`src/rtl/instruction_fetch.sv`:
```
// Instruction fetch stage: owns the PC, reads the instruction memory and holds the IF/ID slot.
// Optional static branch prediction is enabled by defining IFETCH_STATIC_PREDICT_EN.
module instruction_fetch #(
  parameter logic [31:0] RESET_PC  = 32'd0,
  parameter int          MEM_WORDS = 32
) (
  input  logic        clock,
  input  logic        reset,
  output logic [31:0] imem_addr,
  input  logic [31:0] imem_instruction,
  output logic        if_valid,
  output logic [31:0] if_instruction,
  output logic [31:0] if_pc,
  output logic [31:0] if_pc_plus1,
  output logic        if_pred_taken,
  input  logic        id_ready,
  input  logic        ex_redirect,
  input  logic [31:0] ex_redirect_pc
);

  localparam int AW = $clog2(MEM_WORDS);

  typedef enum logic [1:0] {
    RUN   = 2'd0,
    HOLD  = 2'd1,
    FLUSH = 2'd2
  } state_t;

  state_t          state_q, state_d;
  logic [AW-1:0]   pc_q, pc_d;
  logic            valid_q, valid_d;
  logic [31:0]     instr_q, instr_d;
  logic [AW-1:0]   slot_pc_q, slot_pc_d;
  logic [AW-1:0]   slot_plus1_q, slot_plus1_d;
  logic            pred_q, pred_d;

  logic [AW-1:0]   pc_plus1;
  logic [AW-1:0]   next_pc;
  logic            pred_taken;
  logic            advance;
  logic            unused_redirect_bits;

  assign pc_plus1 = pc_q + 1'b1;

  // Only the low address bits matter: the PC wraps modulo the memory depth.
  assign unused_redirect_bits = ^ex_redirect_pc[31:AW];

`ifdef IFETCH_STATIC_PREDICT_EN
  logic [5:0]    opcode;
  logic [AW-1:0] branch_offset;
  logic [AW-1:0] jump_target;
  logic          is_back_branch;
  logic          is_jump;
  logic          unused_predict_bits;

  assign opcode = imem_instruction[31:26];

  // Sign-extension followed by wrap leaves only the low bits of the offset relevant.
  always_comb begin
    branch_offset  = imem_instruction[AW-1:0];
    jump_target    = imem_instruction[AW-1:0];
    is_back_branch = ((opcode == 6'b000100) || (opcode == 6'b000101)) && imem_instruction[15];
    is_jump        = (opcode == 6'b000010);
    pred_taken     = is_back_branch || is_jump;
    next_pc        = pc_plus1;
    if (is_jump) begin
      next_pc = jump_target;
    end else if (is_back_branch) begin
      next_pc = pc_plus1 + branch_offset;
    end
  end

  assign unused_predict_bits = ^imem_instruction[25:AW];
`else
  assign pred_taken = 1'b0;
  assign next_pc    = pc_plus1;
`endif

  always_comb begin
    case (state_q)
      FLUSH:   advance = 1'b1;
      HOLD:    advance = id_ready;
      default: advance = !valid_q || id_ready;
    endcase
  end

  // A redirect always wins over the handshake; the slot is discarded in its favour.
  always_comb begin
    state_d      = state_q;
    pc_d         = pc_q;
    valid_d      = valid_q;
    instr_d      = instr_q;
    slot_pc_d    = slot_pc_q;
    slot_plus1_d = slot_plus1_q;
    pred_d       = pred_q;
    if (ex_redirect) begin
      pc_d    = ex_redirect_pc[AW-1:0];
      valid_d = 1'b0;
      pred_d  = 1'b0;
      state_d = FLUSH;
    end else if (advance) begin
      instr_d      = imem_instruction;
      slot_pc_d    = pc_q;
      slot_plus1_d = pc_plus1;
      valid_d      = 1'b1;
      pred_d       = pred_taken;
      pc_d         = next_pc;
      state_d      = RUN;
    end else begin
      state_d = HOLD;
    end
  end

  always_ff @(posedge clock) begin
    if (reset) begin
      state_q      <= RUN;
      pc_q         <= RESET_PC[AW-1:0];
      valid_q      <= 1'b0;
      instr_q      <= 32'd0;
      slot_pc_q    <= '0;
      slot_plus1_q <= '0;
      pred_q       <= 1'b0;
    end else begin
      state_q      <= state_d;
      pc_q         <= pc_d;
      valid_q      <= valid_d;
      instr_q      <= instr_d;
      slot_pc_q    <= slot_pc_d;
      slot_plus1_q <= slot_plus1_d;
      pred_q       <= pred_d;
    end
  end

  assign imem_addr      = {{(32-AW){1'b0}}, pc_q};
  assign if_valid       = valid_q;
  assign if_instruction = instr_q;
  assign if_pc          = {{(32-AW){1'b0}}, slot_pc_q};
  assign if_pc_plus1    = {{(32-AW){1'b0}}, slot_plus1_q};
  assign if_pred_taken  = pred_q;

endmodule

```
`config.mk`:
```
export PLATFORM = sky130hd
export DESIGN_NAME = instruction_fetch
export DESIGN_NICKNAME = d
export VERILOG_FILES = /design/src/rtl/instruction_fetch.sv
export SDC_FILE = /design/constraint.sdc
export NUM_CORES = 1
export LEC_CHECK = 0
export CORE_ASPECT_RATIO = 2
export CORE_UTILIZATION = 35
export DETAILED_ROUTE_END_ITERATION = 16
export PLACE_DENSITY = 0.82
export SETUP_SLACK_MARGIN = 0.5
export SYNTH_ARGS = -nofsm -noshare
export SYNTH_HDL_FRONTEND = slang
export SYNTH_SLANG_ARGS = --single-unit
```
`constraint.sdc`:
```
create_clock -name clock -period 2.01 [get_ports clock]
set_clock_uncertainty 0.15 [all_clocks]
set_input_delay 0.5025 -clock clock [delete_from_list [all_inputs] [get_ports clock]]
set_output_delay 0.5025 -clock clock [all_outputs]
set_load 0.005 [all_outputs]
```
# Word level (Yosys, flattened, before mapping)
# Cells that the tools add are included.
# W data, S select, Z words.
[classes]
mul = 0
bitwise_logic = 1
shift = 0
order_cmp = 0
n_eq_ne = 2
n_addsub = 1
n_reduce_logical = 5
muxes = 5
n_div = 0
[ops]
columns = ["operator", "count"]
rows = [
  ["$mux W5", 2],
  ["$add A5 B1 Y5 const B", 1],
  ["$eq A2 B1 Y1 const B", 1],
  ["$eq A2 B2 Y1 const B", 1],
  ["$mux W2", 1],
  ["$pmux W1 S2", 1],
  ["$reduce_and A2 Y1", 1],
  ["$reduce_bool A2 Y1", 1],
  ["$reduce_or A2 Y1", 1],
  ["$logic_not A1 Y1", 1],
  ["$logic_or A1 B1 Y1", 1],
  ["$mux W1", 1],
  ["$not A1 Y1", 1],
]
[totals]
register_bits = 50
latchBits = 0
n_memories = 0
mem_bits_ro = 0
ramBits = 0
in_bits = 68

# Logic depth before layout (Yosys ltp)
[depth]
word_depth = 5
ltp_mapped = 8
ltp_nobuf = 6

# Worst setup path before layout
# OpenSTA, ideal clock, no wires.
[synth_timing]
path_kind = "register -> register"
from = "reg state_q[0]"
to = "reg slot_plus1_q[3]"
required_ns = 1.723
path_buffers = 2
arrival_ns = 1.563
setup_slack_ns = 0.160
stages_incl_launch_ff = 9
period_less_slack_ns = 1.850
cell_sequence = "dfxtp_1 -> inv_1 -> ha_1 -> or2_4 -> a21o_1 -> buf_6 -> buf_2 -> a21oi_1 -> a211oi_2"
[synth_between]
elab_chain_cells = 3
elab_cells_between_ends = 4
[synth_rtl]
columns = ["item", "line_no", "rtl"]
rows = [
  ["from (decl)", "29", "state_t state_q, state_d;"],
  ["from (signal assigned)", "124", "state_q <= state_d;"],
  ["$eq A2 B1 Y1 / $eq A2 B2 Y1 (equally long branches)", "80", "case (state_q)"],
  ["$pmux W1 S2 *", "80", ""],
  ["$reduce_and A2 Y1 (no line) *", "--", ""],
  ["to (signal assigned)", "129", "slot_plus1_q <= slot_plus1_d;"],
  ["to (decl)", "34", "logic [AW-1:0] slot_plus1_q, slot_plus1_d;"],
]
# Mark *: on every way between the ends. The rest lies on a longest branch, timed or not.
# A chain may end at the register's enable or synchronous reset.

# Worst setup path in the final report
[layout_timing]
from = "reg state_q[0]"
to = "reg pc_q[2]"
[layout_between]
elab_chain_cells = 3
elab_cells_between_ends = 4
[layout_rtl]
columns = ["item", "line_no", "rtl"]
rows = [
  ["$eq A2 B1 Y1 / $eq A2 B2 Y1 (equally long branches)", "80", ""],
  ["$pmux W1 S2 *", "80", ""],
  ["$reduce_bool A2 Y1 (no line) *", "--", ""],
  ["to (signal assigned)", "117", "pc_q <= RESET_PC[AW-1:0];"],
  ["to (signal assigned)", "125", "pc_q <= pc_d;"],
  ["to (decl)", "30", "logic [AW-1:0] pc_q, pc_d;"],
]
# Marked as above.

==> reports/metrics.cfg <==
[clocking]
cts_made_buffers = 5
cts_sinks = 50
h-tree-depth = 2
cts-root-buf = clkbuf_16
cts_max_path_buffers = 2
cts_tree = yes
postCtsHoldBufs = 0
worstSkewPairLatency_ns = 0.30
path_clk_slew_ns = 0.06

[timing]
fin_crit_ns = 1.89
fin_tns_setup_ns = 0
clock.fmax_mhz = 529
finalHoldViolations = 0
rsz0062_at_grt = true
slew_violations = 0
finalCritPeriodShare = 0.941
setup_viol = 0
finalWorstSetupSlack_ns = 0.119

[power]
pwr_density_cell_nw_per_um2 = 672
peakVddDrop_uv = 526
total_power_uw = 2660
power_leakage_uw = 0.00164

[worst_setup_path]
cp.required_ns = 2.06
cp_max_fo = 8
worst_path_max_delay_cell = dfxtp_2
cp.arrival_ns = 1.94
start_kind = flop
crit_type = flop to flop
path_cells = inv_2 -> ha_4 -> or2_4 -> a21oi_4 -> buf_12 -> o21ai_0 -> a311oi_2
slowest_delay_ns = 0.34
end_kind = flop

[flow_run]
max_cap_viol_count = 0

[placement]
hpwlAfterDp_mm = 4.98
dp_slack_ns = -0.127
gp_congestion = 0.790
io_buffers = 88

[floorplan]
initial_core_util = 0.360
rows = 45
core_um2 = 7540
die_height_um = 127
dieArea_um2 = 8140
io_pins = 198
die_w_um = 64.3

[detailed_routing]
route.layer.met1.wl_mm = 2.68
highest_layer = met4
drtAntennaViolNets = 0
num_vias = 2495
viasPerCell = 4.72
dr_wl_met3_um = 476
detail_route.iter0.violations = 54
drtPass1Iterations = 4
route.met2.wl_mm = 4.06
route.final.wire_length_mm = 7.42
drc = 0
wl_per_cell_um = 14.0

[synth]
synth_flop_cell = dfxtp_1
synth_edf_count = 0
synth_area_um2 = 2720
synth-seq-cells = 50
yosysSeqAreaShare = 0.368
async_flop_share = 0
synth_top_area_cell = dfxtp_1
synth_area_leaders = dfxtp_1, buf_4, a21oi_1
yosysWarnings = 0
synth_cell_type_count = 36
synth_cells = 329
synth_top_area_frac = 0.368
syn_avg_cell_area_um2 = 8.26

[final_layout]
post-route-util = 0.525
n_fill_cell = 733
n_antenna_cell = 0
drive_above_1_share = 0.303
final_nets = 506
syn2layout_area_growth_pct = 45.6

[global_routing]
grt_pass1_wl_mm = 11.1
antenna_found_initial = 0
gr-total-overflow = 0
track_usage = 0.177
grt_pass1_vias = 2308
grt_max_degree = 33

[outcome]
status = finished, final reports clean

[worst_hold_path]
hold_class = flop to flop

logic make-up (layout without fill, tap and decap cells):
group / Yosys count / after routing / share of synthesized area
buffers and inverters: 113 / 138 / 0.285
AOI/OAI and AO/OA: 100 / 100 / 0.209
and+or+nand+nor: 59 / 59 / 0.113
DFF: 50 / 50 / 0.368
adders and majority gates: 3 / 3 / 0.0138
xor gates and xnor gates: 3 / 3 / 0.00967
other: 1 / 82 / 0.00138
flip-flops by register name, summed over array words and instances, names as in the netlist:
name and cells:
if_instruction 32, pc_q 5, slot_pc_q 5, slot_plus1_q 5
state_q 2, if_valid 1
stage by stage:
| stage | instances | hold slack, ns | instance area [µm²] |
|---|---|---|---|
| after floorplan | 410 | 0.320 | 3100 |
| after detailed placement | 506 | 0.316 | 3520 |
| after CTS | 522 | 0.322 | 3810 |
| after global placement | 506 | 0.310 | 3520 |
| after global routing | 529 | 0.333 | 3960 |
| final | 529 | 0.302 | 3960 |
routing by layer:
metal,global-route usage,up-vias
met2,0.331,131
met1,0.180,1173
met3,0.0396,16
met5,0,-
li1,-,1175
met4,0.0810,0
critical path, delay by kind of cell, from the launching register on:
family                     cells  cell delay, ns
AOI/OAI and AO/OA              3            0.57
buffers and inverters          2            0.23
and+or+nand+nor                1            0.25
adders and majority gates      1            0.25
DFF                            1            0.34
what timing repair did:
item	in CTS	in global routing
endpoints found under the setup margin	96	76
gates cloned	0	2
pin swaps	1	36
gates resized for setup	133	70
buffers inserted	9	5
cell usage after synthesis, types with 3 or more instances:
cell type / instances
ha_1: 3
buf_4: 83
buf_2: 10
a21oi_1: 43
a211oi_1: 3
clkbuf_1: 8
or3_1: 3
nor2_1: 6
dfxtp_1: 50
nand3_1: 41
o21ai_1: 17
buf_6: 3
o21ai_0: 25
inv_1: 5
power breakdown:
| group | switching [µW] | internal (µW) |
|---|---|---|
| combinational | 359 | 367 |
| clock | 356 | 456 |
| sequential | 46.4 | 1070 |
cell type report:
cell class	instances	area, µm²	share of cell area
multi-input cells	247	1430	0.362
clock buffers	7	133	0.0335
inverters	6	22.5	0.00569
well taps	94	118	0.0297
flip-flops and latches	50	1050	0.267
repair buffers	125	1200	0.303
layout by cell type (no fill, tap or decap), drive strengths merged:
cell,instances
nor2,7
o21ai,42
inv,6
dlygate4sd2,1
nor4,1
a21o,2
a31oi,1
clkdlybuf4s50,38
a221oi,1
conb,82
clkdlybuf4s15,29
xor2,1
buf,39
nand2,3
a311oi,3
ha,3
dfxtp,50
nor3,2
a211oi,5
or2,1
a21oi,44
or3,4
xnor2,2
o31a,2
clkbuf,25
nand3,41
path summary, 6_finish.rpt:
| path | start | endpoint | slack (ns) | cells past startpoint |
|---|---|---|---|---|
| max | state_q[0]$_SDFF_PP0_ | pc_q[2]$_SDFFE_PP0P_ | 0.12 | 7 |
| min reg2reg | if_instruction[3]$_SDFFE_PP0P_ | if_instruction[3]$_SDFFE_PP0P_ | 0.30 | 2 |
| min | if_instruction[3]$_SDFFE_PP0P_ | if_instruction[3]$_SDFFE_PP0P_ | 0.30 | 2 |
| max reg2reg | state_q[0]$_SDFF_PP0_ | pc_q[2]$_SDFFE_PP0P_ | 0.12 | 7 |
No activity file was read; power rests on OpenSTA's default activity.
